### src/rtl/regfile_mp.sv
// Multi-read-port register file with writeback bypass and a pending-write scoreboard.
// x0 is hardwired to zero; counters track pending registers and committed writebacks.
module regfile_mp #(
    parameter int unsigned XLEN    = 32,
    parameter int unsigned REG_NUM = 32,
    parameter int unsigned NRD     = 2,
    localparam int unsigned AW     = $clog2(REG_NUM)
) (
    input  logic                clk_i,
    input  logic                rst_i,
    input  logic [NRD*AW-1:0]   rs_addr_i,
    output logic [NRD*XLEN-1:0] rs_data_o,
    output logic [NRD-1:0]      rs_busy_o,
    input  logic                rd_we_i,
    input  logic [AW-1:0]       rd_addr_i,
    input  logic [XLEN-1:0]     rd_data_i,
    input  logic                iss_we_i,
    input  logic [AW-1:0]       iss_addr_i,
    output logic [AW:0]         busy_cnt_o,
    output logic [31:0]         wr_cnt_o
);

    logic [XLEN-1:0]    regs_q [REG_NUM];
    logic [REG_NUM-1:0] busy_q, busy_d;
    logic [AW:0]        busy_cnt_q, busy_pop;
    logic [31:0]        wr_cnt_q, wr_cnt_d;
    logic               wr_en;

    assign wr_en = rd_we_i && (rd_addr_i != '0);

    // Storage; entry 0 is cleared on reset and never written, so it always reads zero.
    always_ff @(posedge clk_i) begin
        if (!rst_i) begin
            for (int i = 0; i < REG_NUM; i++) begin
                regs_q[i] <= '0;
            end
        end else if (wr_en) begin
            regs_q[rd_addr_i] <= rd_data_i;
        end
    end

    // Issue is applied after writeback so a same-cycle issue keeps the register pending.
    always_comb begin
        busy_d = busy_q;
        if (rd_we_i) begin
            busy_d[rd_addr_i] = 1'b0;
        end
        if (iss_we_i && (iss_addr_i != '0)) begin
            busy_d[iss_addr_i] = 1'b1;
        end
        busy_d[0] = 1'b0;
    end

    always_comb begin
        busy_pop = '0;
        for (int i = 0; i < REG_NUM; i++) begin
            busy_pop = busy_pop + (AW+1)'(busy_q[i]);
        end
    end

    always_comb begin
        wr_cnt_d = wr_cnt_q;
        if (wr_en) begin
            wr_cnt_d = wr_cnt_q + 32'd1;
        end
    end

    // busy_cnt lags busy by one edge: it registers the population of the current busy set.
    always_ff @(posedge clk_i) begin
        if (!rst_i) begin
            busy_q     <= '0;
            busy_cnt_q <= '0;
            wr_cnt_q   <= '0;
        end else begin
            busy_q     <= busy_d;
            busy_cnt_q <= busy_pop;
            wr_cnt_q   <= wr_cnt_d;
        end
    end

    assign busy_cnt_o = busy_cnt_q;
    assign wr_cnt_o   = wr_cnt_q;

    for (genvar k = 0; k < NRD; k++) begin : g_rd
        logic [AW-1:0] ra;
        logic          hit;
        assign ra  = rs_addr_i[k*AW +: AW];
        assign hit = rd_we_i && (rd_addr_i == ra);
        assign rs_data_o[k*XLEN +: XLEN] = (hit && wr_en) ? rd_data_i : regs_q[ra];
        assign rs_busy_o[k] = busy_q[ra] & ~hit;
    end

endmodule
### config.mk
export PLATFORM = sky130hd
export DESIGN_NAME = regfile_mp
export DESIGN_NICKNAME = d
export VERILOG_FILES = /design/src/rtl/regfile_mp.sv
export SDC_FILE = /design/constraint.sdc
export NUM_CORES = 2
export LEC_CHECK = 0
export CAP_MARGIN = 20
export CORE_ASPECT_RATIO = 1.25
export CORE_MARGIN = 1
export CORE_UTILIZATION = 60
export DETAILED_ROUTE_END_ITERATION = 16
export PLACE_DENSITY = 0.78
export REMOVE_ABC_BUFFERS = 1
export SETUP_SLACK_MARGIN = 0.02
export SKIP_CTS_REPAIR_TIMING = 1
export SLEW_MARGIN = 20
export SYNTH_ARGS = -nofsm -noshare
export SYNTH_HDL_FRONTEND = slang
export SYNTH_SLANG_ARGS = --single-unit
### constraint.sdc
create_clock -name clk_i -period 9.15 [get_ports clk_i]
set_input_delay 1.3725 -clock clk_i [delete_from_list [all_inputs] [get_ports clk_i]]
set_output_delay 1.3725 -clock clk_i [all_outputs]
set_load 0.02 [all_outputs]
==> impl_results.md <==
* Outcome: complete, no violations
* Most common cell in the netlist: edfxtp_1
* CP cell instances: clkdlybuf4s50_1 -> or3_2 -> buf_4 -> o22ai_1 -> nor4_1 -> mux2_2 -> clkdlybuf4s50_1
* Largest net degree at the start of global routing at about 110
* Final Skew at around 0.032 ns
* Synth top area share at 0.5316
* Min cycle time layout at 6.961 ns
* Total CTS buffers at between 100 and 150
* Hold Path Depth at 2
* Vias in the first global route at around 38k
* Setup tns final at 0 ns
* CP delay by family, top: buffers and inverters
* GPL Wtd Cong at approximately 0.87
* Core Rows at between 100 and 150
* Net Sw Frac at 0.2432
* Worst path arrival time at 5.59 ns
* Die area at roughly 98000 µm²
* Hold Path Class: reg2reg
* Clock Tree Root: clkbuf_16
* Die height at ~350 µm
* CP startpoint: rs_addr_i[4]
* Most common cell on crit path: clkdlybuf4s50_1
* Initial DRC Count at around 6.5k
* Port Buffers at 159
* Clk Latency, worst-skew pair at between 0.6 and 0.7 ns
* Slowest stage delay, CP at between 1 and 1.5 ns
* Number of routed nets with antenna violations at 0
* Max VDD drop at ~0.14 mV
* EDFF count, synth at 1024
* Clock Sink Count at around 1.1k
* Syn Std Cell Area at 57840 µm²
* Endpoint class of the critical path: output port
* Cells after synthesis at approximately 3.9k
* Max-cap viol count at 0
* Leak at between 20 and 25 nW
* Primary FF master, synth: edfxtp_1
* Yosys cell types at between 50 and 60
* Async SR Flop Fraction at 0
* Worst path required time at roughly 7.8 ns
* FF+latch count, synth at approximately 1.1k
* 1st-pass router iterations at 8
* Critical Path Fanout Max at 25
* Worst R2R Start: busy_q[24]$_SDFF_PN0_
* Max Transition Viols Final at 0
* Synth top cells by count: 1024 x edfxtp_1, 994 x and2_1, 522 x mux4_2, 299 x clkbuf_1, 254 x o22ai_1
* Syn-to-layout area delta at 11.97%
* Internal power at approximately 9.0 mW
* Vias post-DR at between 30k and 40k
* Fin nets at between 3k and 4k
* WL/cell at 34.81 µm
* H-tree levels at 3
* Crit path kind: in2out
* CTS Buffer Depth at 3
* Vias per cell at around 7.3
* Sw Pwr at 2.879 mW
* Top cells by area, synth: edfxtp_1 53%, mux4_2 20%, and2_1 11%
* Sequential-to-total area share from yosys stat at 0.5555
* Final period utilization at 0.7607
* DRC at 0
* Place WS at around 2.5 ns
* Final setup vio count at 0
* Syn_area_per_cell at roughly 15 µm²
* Final hold vios at 0
* RSZ-0062 raised after global routing: no
* CP bufs+invs at 3
* I/O Pins at between 150 and 200
* First-pass GRT wire length at ~260 mm
* Max-Slew Margin vs Limit at 0.1770
* Combinational Power Share at 0.123
* TritonCTS clock tree: built
* Levels on crit path at 7
* Share of cells above drive strength 1 at 0.2382
* R2R cell count at 15
* Hold Crit Start: wr_cnt_o[31]$_SDFFE_PN0P_
* Crit-path slowest cell: clkdlybuf4s50_1
* Synth warn at 0
* Fin util at 0.6824
* Clock network fraction of total power at 0.382
* Sequential power share at 0.495
* Pwr dens at roughly 180 nW/µm²
* Measured slew at the worst slew-check pin at approximately 1.2 ns
* Largest area contributor in the synthesized netlist: edfxtp_1
* Final HPWL from detailed placement at around 100 mm
* CORE AREA at between 90000 and 100000 µm²
* Worst Setup Start Kind: input pin
* Total gr overflow at 0
* Routed wire length at approximately 180 mm
* Die X at roughly 280 µm
* Post-route setup slack at approximately 2.2 ns
* Fmax at ~140 MHz
* Gr usage total at 0.3790
* Reg clk slew, reported paths at ~0.06 ns
* Initial Utilization at 0.6095
* Antenna violations before repair at 9
area by class of cell:
| cell class | count | area [µm²] |
|---|---|---|
| Multi-Input combinational cell | 2373 | 24490 |
| Inverter | 56 | 212.7 |
| Timing Repair Buffer | 279 | 2813 |
| Clock inverter | 62 | 729.5 |
| Clock buffer | 126 | 2770 |
| Tap cell | 1280 | 1602 |
| Fill cell | 6174 | 30140 |
| Sequential cell | 1093 | 32130 |
| Antenna cell | 8 | 20.02 |
tightest hold or removal path: cells and delay by family, from the launching register on:
family | cells | cell delay (ns)
DFF | 1 | 0.32
muxes | 1 | 0.06
and+or+nand+nor | 1 | 0.05
flip-flops by register name (all words and copies together), names as in the netlist:
register	cells
busy_cnt_o	6
regs_q	1024
busy_q	31
wr_cnt_o	32
worst paths after layout:
path	to	slack, ns
worst max-delay path	rs_data_o[4]	2.19
worst min-delay path	wr_cnt_o[31]$_SDFFE_PN0P_	0.48
worst max register to register	busy_cnt_o[4]$_SDFF_PN0_	4.06
worst min register to register	wr_cnt_o[31]$_SDFFE_PN0P_	0.48
per-layer routing:
layer | track usage | part of all wire | vias to the layer above
li1 | - | - | 15070
met1 | 0.4894 | 0.33 | 19290
met2 | 0.5755 | 0.46 | 3457
met3 | 0.1022 | 0.15 | 730
met4 | 0.2347 | 0.069 | 8
met5 | 0 | 0.00027 | -
power by group through the flow:
stage | clock [mW] | combinational, mW | sequential [mW]
CTS | 4.51 | 1.42 | 5.85
detailed placement | 0 | 1.41 | 5.95
floorplan | 0 | 0.753 | 5.92
global placement | 0 | 1.40 | 5.92
global route | 4.69 | 1.49 | 5.88
finish | 4.53 | 1.45 | 5.86
placed cells by master (no fill, tap or decap), types with 39 or more instances in the layout:
master / instances
buf_4: 100
mux2_2: 63
o21ai_0: 39
o22ai_1: 254
clkdlybuf4s50_1: 151
nand2_1: 50
dfxtp_1: 69
and2_1: 994
mux4_2: 522
edfxtp_1: 1024
inv_1: 55
a21oi_1: 58
clkbuf_16: 108
nor4_1: 66
cell families after synthesis:
group | after synthesis | synth area share
buffers and inverters | 477 | 0.03422
AND/OR/NAND/NOR | 1267 | 0.1343
other | 1 | 0.00006483
XOR/XNOR | 13 | 0.001968
AO/OA/AOI/OAI | 416 | 0.04374
flip-flops | 1093 | 0.5555
adder cells (fa/ha/maj) | 31 | 0.009691
multiplexers | 614 | 0.2206
per-stage QoR:
| step | area [µm²] | power (mW) | instances | hold slack (ns) |
|---|---|---|---|---|
| final | 64770 | 11.84 | 5277 | 0.4805 |
| after global routing | 64750 | 12.07 | 5270 | 0.4943 |
| after CTS | 64640 | 11.79 | 5265 | 0.4794 |
| after detailed placement | 61140 | 7.366 | 5077 | 0.4607 |
| after global placement | 61020 | 7.324 | 5072 | 0.4661 |
| after floorplan | 56190 | 6.672 | 3522 | 0.4732 |
(Power assumes the default switching activity.)
